**src/rtl/button_gesture.sv**
```systemverilog
// button_gesture: classifies debounced press/release pulses into short, double and
// long presses, with auto-repeat while a long press is held. All outputs registered.
module button_gesture #(
    parameter int unsigned LONG_CYCLES   = 100_000_000,
    parameter int unsigned DBL_CYCLES    = 30_000_000,
    parameter int unsigned REPEAT_CYCLES = 20_000_000,
    parameter int unsigned CNT_W         = 27
) (
    input  logic clk,
    input  logic rst_n,
    input  logic i_en,
    input  logic i_state,
    input  logic i_ondn,
    input  logic i_onup,
    output logic o_short,
    output logic o_double,
    output logic o_long,
    output logic o_repeat,
    output logic o_held
);

    typedef enum logic [2:0] {
        StIdle,
        StPress1,
        StWait2,
        StDrain,
        StLong
    } state_e;

    localparam logic [CNT_W-1:0] LongLast   = CNT_W'(LONG_CYCLES - 1);
    localparam logic [CNT_W-1:0] DblLast    = CNT_W'(DBL_CYCLES - 1);
    localparam logic [CNT_W-1:0] RepeatLast = CNT_W'(REPEAT_CYCLES - 1);
    localparam logic [CNT_W-1:0] CntMax     = {CNT_W{1'b1}};

    state_e           state_q, state_d;
    logic [CNT_W-1:0] cnt_q, cnt_d;
    logic [CNT_W-1:0] cnt_inc;
    logic             short_q, short_d;
    logic             double_q, double_d;
    logic             long_q, long_d;
    logic             repeat_q, repeat_d;
    logic             held_q, held_d;
    logic             ev_dn, ev_up;

    // The debounced level is informational only; gestures are driven by the pulses.
    logic unused_state;
    assign unused_state = i_state;

    // Simultaneous press and release pulses cancel; the cycle then acts as event-free.
    assign ev_dn = i_ondn & ~i_onup;
    assign ev_up = i_onup & ~i_ondn;

    // Saturating increment so the counter can never wrap.
    assign cnt_inc = (cnt_q == CntMax) ? cnt_q : cnt_q + CNT_W'(1);

    // Next-state, counter and pulse decode.
    always_comb begin
        state_d  = state_q;
        cnt_d    = cnt_q;
        short_d  = 1'b0;
        double_d = 1'b0;
        long_d   = 1'b0;
        repeat_d = 1'b0;

        unique case (state_q)
            StIdle: begin
                cnt_d = '0;
                // A stray release here is the tail of an aborted gesture.
                if (ev_dn) begin
                    state_d = StPress1;
                end
            end
            StPress1: begin
                if (ev_up) begin
                    state_d = StWait2;
                    cnt_d   = '0;
                end else if (cnt_q == LongLast) begin
                    state_d = StLong;
                    cnt_d   = '0;
                    long_d  = 1'b1;
                end else begin
                    cnt_d = cnt_inc;
                end
            end
            StWait2: begin
                if (ev_dn) begin
                    state_d  = StDrain;
                    cnt_d    = '0;
                    double_d = 1'b1;
                end else if (cnt_q == DblLast) begin
                    state_d = StIdle;
                    cnt_d   = '0;
                    short_d = 1'b1;
                end else begin
                    cnt_d = cnt_inc;
                end
            end
            StDrain: begin
                // Second press of a double: just wait for it to end.
                cnt_d = '0;
                if (ev_up) begin
                    state_d = StIdle;
                end
            end
            StLong: begin
                if (ev_up) begin
                    state_d = StIdle;
                    cnt_d   = '0;
                end else if (cnt_q == RepeatLast) begin
                    cnt_d    = '0;
                    repeat_d = 1'b1;
                end else begin
                    cnt_d = cnt_inc;
                end
            end
            default: begin
                state_d = StIdle;
                cnt_d   = '0;
            end
        endcase

        // Disable overrides every event and timeout.
        if (!i_en) begin
            state_d  = StIdle;
            cnt_d    = '0;
            short_d  = 1'b0;
            double_d = 1'b0;
            long_d   = 1'b0;
            repeat_d = 1'b0;
        end

        held_d = (state_d == StLong);
    end

    // State, counter and registered outputs.
    always_ff @(posedge clk or negedge rst_n) begin
        if (!rst_n) begin
            state_q  <= StIdle;
            cnt_q    <= '0;
            short_q  <= 1'b0;
            double_q <= 1'b0;
            long_q   <= 1'b0;
            repeat_q <= 1'b0;
            held_q   <= 1'b0;
        end else begin
            state_q  <= state_d;
            cnt_q    <= cnt_d;
            short_q  <= short_d;
            double_q <= double_d;
            long_q   <= long_d;
            repeat_q <= repeat_d;
            held_q   <= held_d;
        end
    end

    assign o_short  = short_q;
    assign o_double = double_q;
    assign o_long   = long_q;
    assign o_repeat = repeat_q;
    assign o_held   = held_q;

endmodule

```
**config.mk**
```make
export PLATFORM = sky130hd
export DESIGN_NAME = button_gesture
export DESIGN_NICKNAME = d
export VERILOG_FILES = /design/src/rtl/button_gesture.sv
export SDC_FILE = /design/constraint.sdc
export NUM_CORES = 1
export LEC_CHECK = 0
export ABC_AREA = 1
export BUFFER_PORTS_ARGS = -buffer_cell sky130_fd_sc_hd__buf_2
export CORE_ASPECT_RATIO = 0.8
export CORE_UTILIZATION = 50
export CTS_CLUSTER_SIZE = 12
export DETAILED_ROUTE_END_ITERATION = 16
export PLACE_DENSITY_LB_ADDON = 0.12
export REMOVE_ABC_BUFFERS = 1
export SYNTH_ARGS = -nofsm -noshare
export SYNTH_HDL_FRONTEND = slang
export SYNTH_SLANG_ARGS = --single-unit
export TNS_END_PERCENT = 100
```
**constraint.sdc**
```tcl
create_clock -name clk -period 2.5 [get_ports clk]
set_input_delay 0.125 -clock clk [delete_from_list [all_inputs] [get_ports clk]]
set_output_delay 0.125 -clock clk [all_outputs]
set_load 0.01 [all_outputs]
```
## Yosys cells after proc, flatten, opt, wreduce, memory -nomap -nowiden

Cells that the tools add are included.

- Logic and storage cells: 55
- Bits in registers: 35
- Output and inout port bits: 5
- Bits of input ports: 6

- Multiplexer cells: 32
- Equality and inequality tests: 9
- Reduce and logical (&&, ||, !) cells: 2
- Add/sub/neg operators: 1
- Bitwise logic cells: 4

Operators by type and width:

| operator | count |
|---|---|
| 2-to-1 mux 27 bit | 8 |
| case mux 27 bit (3 select lines) | 1 |
| equality test 27 x 25 -> 1 bit (second input constant) | 2 |
| equality test 27 bit (second input constant) | 2 |
| adder 27 x 1 -> 27 bit (second input constant) | 1 |
| 2-to-1 mux 3 bit | 7 |
| 2-to-1 mux 1 bit | 15 |
| case mux 3 bit (4 select lines) | 1 |
| equality test 3 x 2 -> 1 bit (second input constant) | 2 |
| equality test 3 bit (second input constant) | 2 |
| equality test 3 x 1 -> 1 bit (second input constant) | 1 |
| logical NOT 3 bit | 1 |
| AND 1 bit | 2 |
| inverter 1 bit | 2 |
| OR reduction 2 bit | 1 |

## Logic depth before layout (Yosys ltp)

- Depth in word-level cells: 6
- Depth in mapped cells: 11
- Gate-level depth less buffers: 10

## Worst setup path after synthesis

Ideal clock, no wire load.

- Path type: reg2reg
- Start point: register cnt_q[0]
- End point: register cnt_q[16]
- Period minus slack after synthesis: 1684 ps
- Stages on the path, launching flop included: 12
- Arrival: 1564 ps
- Data required time: 2379 ps
- Setup time: 121 ps
- Buffers on the path: 1
- Slack: 816 ps
- Cells stage by stage: dfrtp_1 -> ha_1 -> nand2_2 -> nor2_8 -> nand3_1 -> nor2_1 -> nand2_1 -> nand2_1 -> nand3_4 -> nand2_4 -> buf_12 -> nor2_2

- Longest elaborated chain between the ends: 6
- Elaborated cells between the ends (all ways): 14
- Classes of those cells: 1 x add/sub; 4 x eq/ne; 9 x mux

Ends and longest elaborated chain:

| what | RTL line | text |
|---|---|---|
| start, declared | 36 | `logic [CNT_W-1:0] cnt_q, cnt_d;` |
| start signal, assigned | 147 | `cnt_q <= cnt_d;` |
| adder 27 x 1 -> 27 bit or equality test 27 bit (tied branches) | 54 | `assign cnt_inc = (cnt_q == CntMax) ? cnt_q : cnt_q + CNT_W'(1);` |
| 2-to-1 mux 27 bit | 54 |  |
| 2-to-1 mux 27 bit, on equally long branches | 109, 77, 90 |  |
| 2-to-1 mux 27 bit, on equally long branches | 106, 74, 86 |  |
| case mux 27 bit (3 select lines) (*) | 65 | `unique case (state_q)` |
| 2-to-1 mux 27 bit (*) | 123 | `if (!i_en) begin` |
| named net cnt_d[16] | 36 |  |

Mark *: on every way through the listed nets, which the timed path passes. The rest lies on a longest branch.

## Worst setup path after layout

- Start point: register cnt_q[0]
- End point: register cnt_q[8]

Same word-level chain as after synthesis.

==> run summary <==
setup TNS - 0 ns
full die area - 0.00526 mm^2
minimum clock period - 2.11 ns
H-tree depth - 2
placed cells - 407
largest net degree at the start of global routing - 36
f_max - 0.475 GHz
postcts setup bufs - 0
Cells after Synth - 339
largest fanout on the critical path - 21
post-synth top area cell - dfrtp_1
Fillers - 473
reg2reg start - cnt_q[0]
final hold violations - 0
cells on worst reg2reg path - 10
Die Wd - 80.8 um
post-route antenna net violation count - 0
max-slew violations - 0
HP Start - i_en
final setup vio count - 0
CTS tree - yes
Area after DPL - 0.00257 mm^2
vias in the first global route - 1993
Max VDD drop - 0.231 mV
Critical Path RT - 2.66 ns
Vias/cell - 5.35
worst skew pair latency - 0.29 ns
initial antenna violation count - 0
synthesized area - 0.00248 mm^2
cell area after layout - 0.00268 mm^2
drt pass-1 iters - 5
setup ws final - 0.394 ns
Max transition margin - 0.464
WP data arrival - 2.26 ns
Worst Setup End Kind - register
P per Cell Area - 401 mW/mm^2
Root Buffer - clkbuf_8
Area contributors post-synth - dfrtp_1, nor2_1, nand2_1, inv_1, nand3_1
site row count - 22
Pleak - 1.16 nW
Max clock buf depth - 2
IO Port Bufs - 9
drt initial violations - 189
RSZ-0062 raised after global routing - false
Total GRT Usage - 0.267
kind of critical path - reg -> reg
total power - 1.07 mW
Core ar. - 0.00468 mm^2
sequential fraction of the synthesis area - 0.352
Final GP Congestion - 0.893
hold path depth - 3
hold_ws - 0.122 ns
r2r endpoint - cnt_q[8]
Hold Path End - state_q[0]
fin cells - 416
Die Span Y - 65.1 um
num ports - 11
slew at the pin with the worst max-slew slack - 0.804 ns
worst reg2reg setup slack - 0.39 ns
critical path launch point type - register
worst hold path type - in -> reg
maxcap violations - 0
clk slew on worst S/H paths - 0.07 ns
register bit count reported by yosys - 35
status - complete, no violations
YS warnings - 0
Final HPWL DP - 4790 um
final design utilization - 0.572
via count - 2226
CP Launch Point - cnt_q[0]
Area Growth Syn to Fin - 7.80%
TritonCTS Buffers - 5
Layout Nets - 362
first-pass GRT wire length - 10300 um
Max Clock Skew - 0.00416 ns
Routed WL per cell - 14.8 um
Setup Slack @ Placement - 0.408 ns
Final period util - 0.842
GRT overflow - 0
average size of a mapped cell - 7.33 um^2
area share of the largest cell type after synthesis - 0.352
Antenna diodes - 0
Yosys cell types - 32
DRC viols - 0
effective utilization at floorplan - 0.531
share of layout cells above drive strength 1 - 0.191
Routed WL - 6140 um
CTS sink count - 35
registers in the layout, indices dropped and copies added (netlist names):
signal / count
state_q: 3
o_double: 1
o_repeat: 1
o_long: 1
cnt_q: 27
o_held: 1
o_short: 1
Yosys cell counts, drive strengths merged:
| library cell | number |
|---|---|
| nand4 | 7 |
| nor2 | 78 |
| nand3 | 37 |
| o21ai | 9 |
| xor2 | 11 |
| nor3 | 13 |
| nand3b | 2 |
| inv | 49 |
| ha | 1 |
| a21oi | 18 |
| o31ai | 1 |
| a41oi | 2 |
| xnor2 | 1 |
| nor3b | 2 |
| or2 | 2 |
| nor4 | 2 |
| dfrtp | 35 |
| buf | 3 |
| nand2 | 66 |
report_power, final:
group / internal [mW] / switching, mW / leakage, nW
clock network: 0.252 / 0.205 / 0.0515
registers: 0.568 / 0.00311 / 0.488
logic: 0.0115 / 0.0355 / 0.616
total: 0.831 / 0.244 / 1.16
worst max path at each step:
stage,to,slack [ns],cells past startpoint
final,cnt_q[8],0.39,10
after global routing,cnt_q[4],0.25,10
after CTS,cnt_q[8],0.39,10
after detailed placement,cnt_q[1],0.41,10
after global placement,cnt_q[4],0.43,10
after floorplan,cnt_q[1],0.74,8
repair_timing:
action,CTS,global route
gates resized for setup,0,0
hold endpoints to repair,35,0
hold buffers,1,0
kinds of logic (layout without fill, tap and decap cells):
family | Yosys count | count (layout) | synth area share
compound gates | 30 | 30 | 0.0811
xor+xnor | 12 | 12 | 0.0423
fa+ha+maj | 1 | 1 | 0.00503
buf+inv | 52 | 69 | 0.0947
flops | 35 | 35 | 0.352
simple gates | 209 | 209 | 0.424
area by class of cell:
| class | instances | area, um^2 | share of cell area |
|---|---|---|---|
| multi-input cells | 252 | 1370 | 0.513 |
| flip-flops and latches | 35 | 876 | 0.327 |
| well taps | 60 | 75.1 | 0.0280 |
| repair buffers | 12 | 70.1 | 0.0262 |
| inverters | 49 | 184 | 0.0687 |
| clock buffers | 8 | 100 | 0.0374 |
critical path: stages, from the launching register on:
cell and delay [ns]:
dfrtp_1 0.41, ha_1 0.26, nand2_2 0.12, nor2_8 0.17
nand3_1 0.12, nor2_1 0.13, nand2_1 0.08, nand2_1 0.11
nand3_4 0.15, nand2_4 0.33, a21oi_2 0.06
cells in the final DEF, fill, tap and decap left out, drive strengths merged:
master	Yosys	layout
a21oi	18	18
a41oi	2	2
buf	3	11
clkbuf	0	8
dfrtp	35	35
dlygate4sd3	0	1
ha	1	1
inv	49	49
nand2	66	66
nand3	37	37
nand3b	2	2
nand4	7	7
nor2	78	78
nor3	13	13
nor3b	2	2
nor4	2	2
o21ai	9	9
o31ai	1	1
or2	2	2
xnor2	1	1
xor2	11	11
per-layer routing:
layer | vias to the layer above | GRT usage | share of wire
li1 | 1123 | - | -
met1 | 1022 | 0.417 | 0.51
met2 | 75 | 0.373 | 0.41
met3 | 6 | 0.0493 | 0.072
met4 | 0 | 0.0603 | 0.0072
met5 | - | 0 | 0
(Power assumes the default switching activity.)
